File: src/rtl/shift_sequencer_16b.sv
// Multi-cycle shift/rotate sequencer: one bit position per clock on a WIDTH-bit operand.
// Accepts start/op/data/amount in IDLE, returns result and carry_out with a one-cycle done pulse.
module shift_sequencer_16b #(
  parameter int WIDTH = 16,
  parameter int AMT_W = 4
) (
  input  logic             clk,
  input  logic             reset,
  input  logic             start,
  input  logic [1:0]       op,
  input  logic [WIDTH-1:0] data_in,
  input  logic [AMT_W-1:0] amount,
  output logic             busy,
  output logic             done,
  output logic [WIDTH-1:0] result,
  output logic             carry_out
);

  typedef enum logic [1:0] {
    IDLE  = 2'b00,
    SHIFT = 2'b01,
    DONE  = 2'b10
  } state_t;

  localparam logic [1:0] OP_SLL = 2'b00;
  localparam logic [1:0] OP_SRL = 2'b01;
  localparam logic [1:0] OP_SRA = 2'b10;

  localparam logic [AMT_W-1:0] CNT_ONE = AMT_W'(1);

  state_t                  state_p0;
  state_t                  state_nxt;
  logic signed [WIDTH-1:0] work_p0;
  logic [AMT_W-1:0]        cnt_p0;
  logic [1:0]              op_p0;
  logic [WIDTH:0]          step_p0;
  logic                    accept;
  logic                    last_shift;

  // Single-position step; returns {bit shifted/rotated out, new work value}.
  function automatic logic [WIDTH:0] shift_one(input logic [1:0] o,
                                               input logic signed [WIDTH-1:0] w);
    logic [WIDTH:0] r;
    case (o)
      OP_SLL:  r = {w[WIDTH-1], w[WIDTH-2:0], 1'b0};
      OP_SRL:  r = {w[0], 1'b0, w[WIDTH-1:1]};
      OP_SRA:  r = {w[0], w >>> 1};
      default: r = {w[WIDTH-1], w[WIDTH-2:0], w[WIDTH-1]};
    endcase
    return r;
  endfunction

  assign step_p0    = shift_one(op_p0, work_p0);
  assign accept     = (state_p0 == IDLE) && start;
  assign last_shift = (state_p0 == SHIFT) && (cnt_p0 == CNT_ONE);

  always_comb begin
    state_nxt = state_p0;
    case (state_p0)
      IDLE: begin
        if (start) begin
          state_nxt = (amount == '0) ? DONE : SHIFT;
        end
      end
      SHIFT: begin
        if (cnt_p0 == CNT_ONE) begin
          state_nxt = DONE;
        end
      end
      DONE:    state_nxt = IDLE;
      default: state_nxt = IDLE;
    endcase
  end

  // Control: state plus registered busy/done decoded from the next state
  always_ff @(posedge clk) begin
    if (reset) begin
      state_p0 <= IDLE;
      busy     <= 1'b0;
      done     <= 1'b0;
    end else begin
      state_p0 <= state_nxt;
      busy     <= (state_nxt != IDLE);
      done     <= (state_nxt == DONE);
    end
  end

  // Datapath: work register and counter, iterated once per SHIFT cycle
  always_ff @(posedge clk) begin
    if (reset) begin
      work_p0 <= '0;
      cnt_p0  <= '0;
      op_p0   <= '0;
    end else if (accept) begin
      work_p0 <= data_in;
      cnt_p0  <= amount;
      op_p0   <= op;
    end else if (state_p0 == SHIFT) begin
      work_p0 <= step_p0[WIDTH-1:0];
      cnt_p0  <= cnt_p0 - CNT_ONE;
    end
  end

  // Outputs change only on entry to DONE, so intermediate values never show
  always_ff @(posedge clk) begin
    if (reset) begin
      result    <= '0;
      carry_out <= 1'b0;
    end else if (accept && (amount == '0)) begin
      result    <= data_in;
      carry_out <= 1'b0;
    end else if (last_shift) begin
      result    <= step_p0[WIDTH-1:0];
      carry_out <= step_p0[WIDTH];
    end
  end

endmodule
File: config.mk
export PLATFORM = sky130hd
export DESIGN_NAME = shift_sequencer_16b
export DESIGN_NICKNAME = d
export VERILOG_FILES = /design/src/rtl/shift_sequencer_16b.sv
export SDC_FILE = /design/constraint.sdc
export NUM_CORES = 1
export LEC_CHECK = 0
export BUFFER_PORTS_ARGS = -buffer_cell sky130_fd_sc_hd__buf_2
export CAP_MARGIN = 0
export CORE_AREA = 2 2 75 77
export CTS_CLUSTER_SIZE = 24
export DETAILED_ROUTE_END_ITERATION = 8
export DIE_AREA = 0 0 77 79
export PLACE_DENSITY_LB_ADDON = 0.12
export SLEW_MARGIN = 10
export SYNTH_ARGS = -nofsm -noshare
export SYNTH_HDL_FRONTEND = slang
export SYNTH_SLANG_ARGS = --single-unit
File: constraint.sdc
create_clock -name clk -period 3.62 [get_ports clk]
set_input_delay 0.181 -clock clk [delete_from_list [all_inputs] [get_ports clk]]
set_output_delay 0.181 -clock clk [all_outputs]
set_load 0.01 [all_outputs]
## Word-level counts from Yosys, hierarchy flattened

Cells that the tools add are included.
Widths: inputs -> output; s select.

| storage, ports and cells | value |
|---|---|
| input port bits | 25 |
| register bits | 43 |
| word-level logic and storage cells | 35 |
| output and inout bits | 19 |

| cells by class | value |
|---|---|
| reduce and logical (&&, ||, !) cells | 10 |
| add/sub/neg operators | 1 |
| multiplexer cells | 11 |
| eq/ne operators | 5 |

Operators by type and width:

| kind | number |
|---|---|
| $mux 16 | 4 |
| $pmux 17 s3 | 1 |
| $mux 4 | 2 |
| $mux 2 | 3 |
| $reduce_bool 2->1 | 3 |
| $eq 2x1->1 const B | 2 |
| $eq 2x2->1 const B | 2 |
| $eq 4x1->1 const B | 1 |
| $logic_not 2->1 | 2 |
| $logic_not 4->1 | 1 |
| $pmux 2 s2 | 1 |
| $sub 4x1->4 const B | 1 |
| $logic_and 1x1->1 | 3 |
| $reduce_or 2->1 | 1 |

## Depth between registers and ports, before layout

Gate-level depths: netlist of the first run.

| depth | value |
|---|---|
| depth in word-level cells | 5 |
| gate-level depth with buffers | 6 |
| gate-level depth less buffers | 6 |

## Least setup slack after synthesis of the first run

OpenSTA, ideal clock, no wires.

| timing path | value |
|---|---|
| kind | flip-flop to flip-flop |
| start point | register state_p0[0] |
| end point | register result[0] |
| path buffers | 2 |
| setup time | 59 ps |
| data required time | 3561 ps |
| slack | 2010 ps |
| clock period less this slack | 1610 ps |
| stages on the path, launching flop included | 7 |
| arrival time | 1551 ps |
| cells stage by stage | dfxtp_1 > nor2b_1 > buf_2 > and3_4 > nor3_1 > buf_4 > a221o_1 |

| between the ends | value |
|---|---|
| word-level cells in the longest chain between the ends | 4 |
| elaborated cells between the ends (all ways) | 7 |
| classes of those cells | eq/ne: 1; mux: 1; reduce/logical: 5 |

Ends and longest elaborated chain:

| what | line | text |
|---|---|---|
| start, declared | 31 | `state_t state_p0;` |
| start signal, assigned | 82 | `state_p0 <= state_nxt;` |
| $logic_not 2->1 | 54 | `assign accept = (state_p0 == IDLE) && start;` |
| $logic_and 1x1->1 | 54 |  |
| $logic_and 1x1->1 | 109 | `end else if (accept && (amount == '0)) begin` |
| $mux 16 or $reduce_bool 2->1 (tied branches) | - |  |
| end signal, assigned | 110 | `result <= data_in;` |
| end signal, assigned | 113 | `result <= step_p0[WIDTH-1:0];` |
| end, declared | 15 | `output logic [WIDTH-1:0] result,` |

Parallel ways exist; a longest one is shown, timed or not.
A chain may end at the register's enable or synchronous reset.

## Worst setup path after layout of the first run

| timing path | value |
|---|---|
| start point | register state_p0[0] |
| end point | register result[14] |

Same word-level chain as after synthesis.

==> impl_metrics.tcl, run 1 <==
set metrics [dict create \
    period_minus_slack_ns 2.62 \
    synth_area_per_cell_sq_um 9.18 \
    postSynth.asyncResetShare 0 \
    area_growth_pct 17.7 \
    maxCapViolCount 0 \
    worstSetupStartpointType "flop" \
    crit_fanout 22 \
    ir_drop_mv 0.238 \
    grt_first_pass_wirelength_microns 8450 \
    synth_cells 223 \
    post_route_cells_drive_above_1_share 0.249 \
    dpl.cell_count 325 \
    globalRouteOverflowTotal 0 \
    synth.cell_area_sq_um 2050 \
    power.density_cell_area_nw_per_um2 469 \
    h-tree-depth 2 \
    slew_limit_fails 0 \
    largest_net_degree_at_the_start_of_global_routing 29 \
    max_clock_freq_ghz 0.382 \
    num_vias 1767 \
    max_slew_headroom 0.479 \
    power.static_leakage_nw 0.976 \
    fin_cells 333 \
    io_pins 44 \
    gpl.final_weighted_congestion 0.800 \
    stdcell_area_sq_um 2410 \
    design.final.nets 287 \
    clock_tree.root_cell "sky130_fd_sc_hd__clkbuf_8" \
    critPathArrivalTime_ns 2.86 \
    yosys.cell_types.count 38 \
    clk_pin_slew_ns 0.08 \
    yosysWarnings 0 \
    chipHeight_microns 79 \
    hold_ws_ns 0.113 \
    tightestPinTransition_ns 0.781 \
    endpoint_kind "flop" \
    worst_clock_skew_ns 0.00590 \
    gr-usage-all-layers 0.176 \
    placement.io_buffers 43 \
    final_core_density 0.451 \
    number_of_global_route_vias_before_repair 1691 \
    start_util 0.383 \
    insertion_delay_ns 0.30 \
    n_antenna_cell 0 \
    post_cts_setup_driven_buffer_insertion_count 0 \
    hold_path_class "primary input to flop" \
    rows 27 \
    setup-tns-final_ns 0 \
    core_region_area_sq_um 5340 \
    finalSetupViolCount 0 \
    drt_wl_total_microns 5000 \
    longest_clk_path_bufs 2 \
    antenna_found_initial 0 \
    worst-endpoint-required_ns 3.86 \
    resized_gates_after_cts 0 \
    design_power_total_mw 1.13 \
    antenna_left 0 \
    final-hold-violation-count 0 \
    timing_worst_setup_path_type "flop to flop" \
    die_width_microns 77 \
    post_route_fraction_of_the_period_consumed_by_the_critical_path 0.723 \
    die_area_sq_um 6080 \
    route.detailed.drc 0 \
    holdBufCountCts 0 \
    setup_repair_after_global_routing_missed_its_margin "false" \
    drt-pass1-iter-count 4 \
    tritoncts_num_sinks 43 \
    synth-edff-count 0 \
    routedWlPerCell_microns 15.0 \
    tritoncts_clock_tree "yes" \
    avgViaCountPerCell 5.31 \
    synthesis.nets 250 \
    postPlaceCellArea_sq_um 2290 \
    postLayoutSetupSlackWorst_ns 1.00 \
    inserted_clock_buffers 5 \
    post-place-ws_ns 0.991 \
    synth_flop_cell "sky130_fd_sc_hd__dfxtp_1" \
    status "complete, no violations" \
    synth_seq_area_share 0.421 \
    first_iter_violations 72 \
    ys_ff_latch 43 \
    post-dp-hpwl_microns 3530 \
]
==> layer usage <==
| layer | up-vias | track usage | wire (microns) |
|---|---|---|---|
| met3 | 4 | 0.0409 | 189 |
| li1 | 898 | - | - |
| met4 | 0 | 0.0571 | 43 |
| met1 | 823 | 0.223 | 2420 |
| met5 | - | 0 | 0 |
| met2 | 42 | 0.297 | 2350 |
==> cells in the mapped netlist, types with 3 or more instances <==
master	number	area share
sky130_fd_sc_hd__a211o_1	7	0.030
sky130_fd_sc_hd__a21oi_1	15	0.037
sky130_fd_sc_hd__a221o_1	16	0.078
sky130_fd_sc_hd__a221oi_1	8	0.034
sky130_fd_sc_hd__buf_2	6	0.015
sky130_fd_sc_hd__clkbuf_1	8	0.015
sky130_fd_sc_hd__dfxtp_1	43	0.42
sky130_fd_sc_hd__inv_1	6	0.011
sky130_fd_sc_hd__mux2i_1	16	0.078
sky130_fd_sc_hd__nand2_1	23	0.042
sky130_fd_sc_hd__nor2_1	29	0.053
sky130_fd_sc_hd__nor2b_1	3	0.0092
sky130_fd_sc_hd__nor3_1	5	0.012
sky130_fd_sc_hd__o21ai_0	11	0.027
==> cell families after synthesis <==
| kind of cell | Yosys count | synth area share |
|---|---|---|
| AND/OR/NAND/NOR | 70 | 0.163 |
| XOR/XNOR | 1 | 0.0134 |
| AO/OA/AOI/OAI | 67 | 0.249 |
| adder cells (fa/ha/maj) | 2 | 0.0122 |
| multiplexers | 17 | 0.0837 |
| buffers and inverters | 23 | 0.0575 |
| flip-flops | 43 | 0.421 |
==> cell type report <==
class	instances	area, sq um
Fill cell	568	2930
Multi-Input combinational cell	157	1070
Sequential cell	43	861
Timing Repair Buffer	47	245
Tap cell	72	90.1
Clock buffer	6	82.6
Clock inverter	2	35.0
Inverter	6	22.5
==> where the power goes <==
| part | total, mW | switching (mW) | internal [mW] |
|---|---|---|---|
| clock network | 0.393 | 0.170 | 0.223 |
| logic | 0.196 | 0.111 | 0.0846 |
| registers | 0.541 | 0.0354 | 0.506 |
==> state kept, by name, indices dropped and copies added (netlist names) <==
signal,count
cnt_p0,4
done,1
state_p0,2
busy,1
work_p0,16
carry_out,1
result,16
op_p0,2
==> placed cells by master, fill, tap and decap left out, drive strengths merged, types with 2 or more instances in the layout <==
cell,instances
buf,47
dfxtp,43
nor2,30
nand2,23
mux2i,16
a221o,16
a21oi,16
o21ai,11
a221oi,8
a211o,7
inv,6
clkbuf,6
nor3,6
nor2b,3
o221ai,2
ha,2
==> critical path: stages (launching register included) <==
cell                      delay (ns)
sky130_fd_sc_hd__dfxtp_1        0.74
sky130_fd_sc_hd__or3b_1         0.73
sky130_fd_sc_hd__nor2_4         0.10
sky130_fd_sc_hd__nor3_2         0.56
sky130_fd_sc_hd__buf_4          0.27
sky130_fd_sc_hd__a221o_1        0.15
==> worst paths after layout <==
check,startpoint,end,cells after the start,slack [ns]
setup / recovery,state_p0[0],result[14],5,1.00
hold / removal,op[1],op_p0[1],3,0.11
setup reg to reg,state_p0[0],result[14],5,1.00
hold reg to reg,work_p0[0],work_p0[0],2,0.48
Note: power is estimated with default switching activity, not from simulation.
==> run 2, diff against run 1 <==
==> constraint.sdc (replaced) <==
create_clock -name clk -period 2.4 [get_ports clk]
set_input_delay 0.12 -clock clk [delete_from_list [all_inputs] [get_ports clk]]
set_output_delay 0.12 -clock clk [all_outputs]
set_load 0.01 [all_outputs]
==> impl_metrics.tcl, run 2 (same netlist as run 1, synthesis figures left out) <==
set metrics [dict create \
    power.static_leakage_nw 0.999 \
    min_delay_path_depth 2 \
    fin_cells 337 \
    final-hold-violation-count 0 \
    hold_path_class "primary input to flop" \
    reg_top3 "result x16, work_p0 x16, cnt_p0 x4" \
    num_vias 1793 \
    clock_tree.root_cell "sky130_fd_sc_hd__clkbuf_8" \
    area_growth_pct 19.9 \
    power.density_cell_area_nw_per_um2 730 \
    chipHeight_microns 79 \
    crit_fanout 16 \
    post-dp-hpwl_microns 3540 \
    io_pins 44 \
    longest_clk_path_bufs 2 \
    insertion_delay_ns 0.30 \
    start_util 0.383 \
    setup_repair_after_global_routing_missed_its_margin "false" \
    holdBufCountCts 0 \
    worstSetupStartpointType "flop" \
    routedWlPerCell_microns 15.2 \
    resized_gates_after_cts 0 \
    avgViaCountPerCell 5.32 \
    stdcell_area_sq_um 2450 \
    ir_drop_mv 0.283 \
    drt-pass1-iter-count 4 \
    first_iter_violations 98 \
    design.final.nets 291 \
    antenna_found_initial 0 \
    slew_limit_fails 0 \
    number_of_global_route_vias_before_repair 1705 \
    final_core_density 0.460 \
    grt_first_pass_wirelength_microns 8400 \
    gpl.final_weighted_congestion 0.850 \
    inserted_clock_buffers 5 \
    post_route_fraction_of_the_period_consumed_by_the_critical_path 0.866 \
    worst-endpoint-required_ns 2.64 \
    dpl.cell_count 329 \
    gr-usage-all-layers 0.175 \
    core_region_area_sq_um 5340 \
    period_minus_slack_ns 2.08 \
    max_clock_freq_ghz 0.481 \
    tritoncts_clock_tree "yes" \
    die_width_microns 77 \
    globalRouteOverflowTotal 0 \
    finalSetupViolCount 0 \
    route.detailed.drc 0 \
    h-tree-depth 2 \
    clk_pin_slew_ns 0.09 \
    tritoncts_num_sinks 43 \
    placement.io_buffers 43 \
    mostFrequentLayoutCells "sky130_fd_sc_hd__dfxtp_1 (43), sky130_fd_sc_hd__buf_2 (43), sky130_fd_sc_hd__nor2_1 (29), sky130_fd_sc_hd__nand2_1 (23)" \
    maxCapViolCount 0 \
    endpoint_kind "flop" \
    rows 27 \
    antenna_left 0 \
    worstRegToRegCells 4 \
    n_antenna_cell 0 \
    post_cts_setup_driven_buffer_insertion_count 0 \
    drt_wl_total_microns 5140 \
    setup-tns-final_ns 0 \
    max_slew_headroom 0.273 \
    post_route_cells_drive_above_1_share 0.257 \
    die_area_sq_um 6080 \
    postPlaceCellArea_sq_um 2320 \
    status "complete, no violations" \
    worst_clock_skew_ns 0.00834 \
    largest_net_degree_at_the_start_of_global_routing 29 \
    critPathArrivalTime_ns 2.32 \
    tightestPinTransition_ns 1.08 \
    timing_worst_setup_path_type "flop to flop" \
]
[run 2: cell count changes in the layout (fill, tap and decap cells not counted)]
cell / change
sky130_fd_sc_hd__buf_4: +4
sky130_fd_sc_hd__bufinv_16: +1
sky130_fd_sc_hd__clkbuf_1: +1
sky130_fd_sc_hd__clkbuf_8: -1
sky130_fd_sc_hd__clkinv_2: -1
[run 2: critical path, cell delays in order (launching register included)]
cell and delay (ns):
sky130_fd_sc_hd__dfxtp_1 0.57, sky130_fd_sc_hd__or3b_1 0.24, sky130_fd_sc_hd__nor2_4 0.06, sky130_fd_sc_hd__nor3_2 0.86
sky130_fd_sc_hd__a221o_1 0.28
[run 2: per-layer routing]
metal / routed length, microns / track usage / part of all wire / vias to the layer above
li1: - / - / - / 906
met2: 2380 / 0.289 / 0.46 / 42
met3: 189 / 0.0318 / 0.037 / 10
met1: 2470 / 0.226 / 0.48 / 835
met5: 0 / 0 / 0 / -
met4: 96 / 0.0768 / 0.019 / 0
[run 2: power breakdown]
group	switching (mW)	internal [mW]	total, mW	leakage [nW]
registers	0.0502	0.763	0.814	0.352
clock network	0.253	0.416	0.669	0.0654
logic	0.175	0.134	0.310	0.582
total	0.479	1.31	1.79	0.999
[run 2: final timing paths]
check	start	endpoint	slack (ns)
worst min-delay path	data_in[8]	result[8]	0.05
worst max register to register	state_p0[0]	result[14]	0.32
worst max-delay path	state_p0[0]	result[14]	0.32
worst min register to register	cnt_p0[1]	cnt_p0[1]	0.47
[run 2: through the flow]
step	power [mW]	hold slack [ns]	worst slack [ns]
final	1.79	0.0539	0.321
after global routing	1.88	0.0503	0.110
after CTS	1.81	0.0434	0.276
after detailed placement	1.14	0.361	0.286
after global placement	1.14	0.365	0.372
after floorplan	1.05	0.256	0.790
[run 2: final cells by class]
| type | count | area [sq um] |
|---|---|---|
| Sequential cell | 43 | 861 |
| Multi-Input combinational cell | 157 | 1070 |
| Tap cell | 72 | 90.1 |
| Clock buffer | 6 | 72.6 |
| Fill cell | 577 | 2880 |
| Timing Repair Buffer | 51 | 275 |
| Clock inverter | 2 | 60.1 |
| Inverter | 6 | 22.5 |
==> run 3, diff against run 2 <==
--- a/config.mk
+++ b/config.mk
@@ -7,10 +7,11 @@
 export LEC_CHECK = 0
 export BUFFER_PORTS_ARGS = -buffer_cell sky130_fd_sc_hd__buf_2
 export CAP_MARGIN = 0
-export CORE_AREA = 2 2 75 77
+export CORE_AREA = 2 2 72 81
 export CTS_CLUSTER_SIZE = 24
 export DETAILED_ROUTE_END_ITERATION = 8
-export DIE_AREA = 0 0 77 79
+export DIE_AREA = 0 0 74 83
+export HOLD_SLACK_MARGIN = 0.15
 export PLACE_DENSITY_LB_ADDON = 0.12
 export SLEW_MARGIN = 10
 export SYNTH_ARGS = -nofsm -noshare
==> constraint.sdc (replaced) <==
create_clock -name clk -period 1.65 [get_ports clk]
set_input_delay 0.0825 -clock clk [delete_from_list [all_inputs] [get_ports clk]]
set_output_delay 0.0825 -clock clk [all_outputs]
set_load 0.01 [all_outputs]
==> impl_metrics.tcl, run 3 (same netlist as run 1, synthesis figures left out) <==
set metrics [dict create \
    stdcell_area_sq_um 2800 \
    worst_r2r_startpoint "state_p0[0]" \
    reg_top3 "result x16, work_p0 x16, cnt_p0 x4" \
    longest_clk_path_bufs 2 \
    slew_limit_fails 0 \
    power.switching_fraction 0.297 \
    tritoncts_clock_tree "yes" \
    start_util 0.387 \
    status "complete, no violations" \
    fillerInstances 514 \
    tightestPinTransition_ns 0.373 \
    worst-endpoint-required_ns 1.84 \
    n_antenna_cell 0 \
    crit_chain "or3b_1 -> nor2_4 -> nor3_4 -> buf_12 -> a221o_1" \
    maxCapViolCount 0 \
    chipHeight_microns 83 \
    power.net_switching_mw 0.716 \
    route.detailed.drc 0 \
    antenna_found_initial 0 \
    h-tree-depth 2 \
    core_region_area_sq_um 5290 \
    critPathTopFamily "simple AND/OR/NAND/NOR gates" \
    startpoint "state_p0[0]" \
    worstSetupStartpointType "flop" \
    critPathArrivalTime_ns 1.78 \
    period_minus_slack_ns 1.59 \
    io_pins 44 \
    drt-pass1-iter-count 4 \
    mostFrequentLayoutCells "sky130_fd_sc_hd__buf_2 (43), sky130_fd_sc_hd__dfxtp_1 (42), sky130_fd_sc_hd__nor2_1 (29), sky130_fd_sc_hd__nand2_1 (23)" \
    crit_buf_inv 1 \
    fin_cells 377 \
    number_of_global_route_vias_before_repair 1829 \
    endpoint_kind "flop" \
    post-place-ws_ns -0.267 \
    layout_commonest_cell "sky130_fd_sc_hd__buf_2" \
    clk_pin_slew_ns 0.08 \
    postPlaceCellArea_sq_um 2480 \
    area_growth_pct 36.8 \
    post_route_fraction_of_the_period_consumed_by_the_critical_path 0.963 \
    num_vias 1893 \
    drt_wl_total_microns 5390 \
    final-hold-violation-count 0 \
    gpl.final_weighted_congestion 0.745 \
    post-dp-hpwl_microns 3660 \
    insertion_delay_ns 0.29 \
    postLayoutSetupSlackWorst_ns 0.0608 \
    hold_path_class "primary input to flop" \
    power.static_leakage_nw 1.17 \
    hold_ws_ns 0.151 \
    power.share.clock 0.275 \
    max_clock_freq_ghz 0.629 \
    timing_worst_setup_path_type "flop to flop" \
    antenna_left 0 \
    grt_use_met2 0.297 \
    dpl.cell_count 348 \
    worst_clock_skew_ns 0.00386 \
    avgViaCountPerCell 5.02 \
    cell_internal_pwr_mw 1.70 \
    grt_first_pass_wirelength_microns 8950 \
    placement.io_buffers 43 \
    grt_most_used_layer "met2" \
    globalRouteOverflowTotal 0 \
    die_width_microns 74 \
    die_area_sq_um 6140 \
    inserted_clock_buffers 5 \
    power_frac_seq 0.484 \
    post_route_cells_drive_above_1_share 0.285 \
    tritoncts_num_sinks 43 \
    ir_drop_mv 0.424 \
    worst_hold_startpoint "amount[3]" \
    met3_usage 0.0267 \
    crit_fanout 16 \
    largest_net_degree_at_the_start_of_global_routing 27 \
    gr-usage-all-layers 0.185 \
    routedWlPerCell_microns 14.3 \
    cp_slowest_cell "sky130_fd_sc_hd__or3b_1" \
    design.final.nets 328 \
    rows 28 \
    finalSetupViolCount 0 \
    power.density_cell_area_nw_per_um2 861 \
    max_slew_headroom 0.751 \
    clock_tree.root_cell "sky130_fd_sc_hd__clkbuf_8" \
    first_iter_violations 106 \
    pwr-share-comb 0.241 \
    gr-usage-met1 0.250 \
    critical-path-max-stage-delay_ns 0.44 \
]
-- run 3: through the flow --
step	power, mW	setup TNS (ns)	util
floorplan	1.52	0	-
global placement	1.72	-3.86	0.469
detailed placement	1.72	-4.12	0.469
CTS	2.43	0	0.525
global route	2.56	-0.00226	0.529
finish	2.41	0	0.529
-- run 3: worst paths after layout --
path,slack (ns),depth (start not counted),to
min reg2reg,0.47,2,work_p0[9]
max,0.06,5,result[3]
max reg2reg,0.06,5,result[3]
min,0.15,3,cnt_p0[3]
-- run 3: area by class of cell --
type / instances / area [sq um] / area share
well taps: 75 / 93.8 / 0.0335
clock buffers: 6 / 72.6 / 0.0259
flip-flops and latches: 43 / 862 / 0.308
inverters: 6 / 22.5 / 0.00804
repair buffers: 88 / 657 / 0.235
multi-input cells: 157 / 1080 / 0.386
clock inverters: 2 / 12.5 / 0.00447
-- run 3: worst register-to-register path: stages, from the launching register on --
cell	delay (ns)
sky130_fd_sc_hd__dfxtp_1	0.33
sky130_fd_sc_hd__or3b_1	0.44
sky130_fd_sc_hd__nor2_4	0.16
sky130_fd_sc_hd__nor3_4	0.05
sky130_fd_sc_hd__buf_12	0.16
sky130_fd_sc_hd__a221o_1	0.34
-- run 3: power by group through the flow --
stage | clock network, mW | registers [mW] | logic, mW
4_1_cts | 0.687 | 1.17 | 0.571
6_report | 0.663 | 1.17 | 0.580
5_1_grt | 0.739 | 1.18 | 0.638
3_3_place_gp | 0 | 1.19 | 0.531
3_5_place_dp | 0 | 1.19 | 0.532
2_1_floorplan | 0 | 1.18 | 0.341
-- run 3: repair_timing --
action,in CTS,in global routing
setup buffers,0,1
pin swaps,0,1
setup endpoints to repair,16,16
resized for setup,1,2
hold buffers,20,0
endpoints found under the hold margin,24,0
-- run 3: routing by layer --
metal,wire [microns],vias to the layer above
met5,0,-
met4,80,0
li1,-,983
met3,198,7
met1,2510,856
met2,2610,47
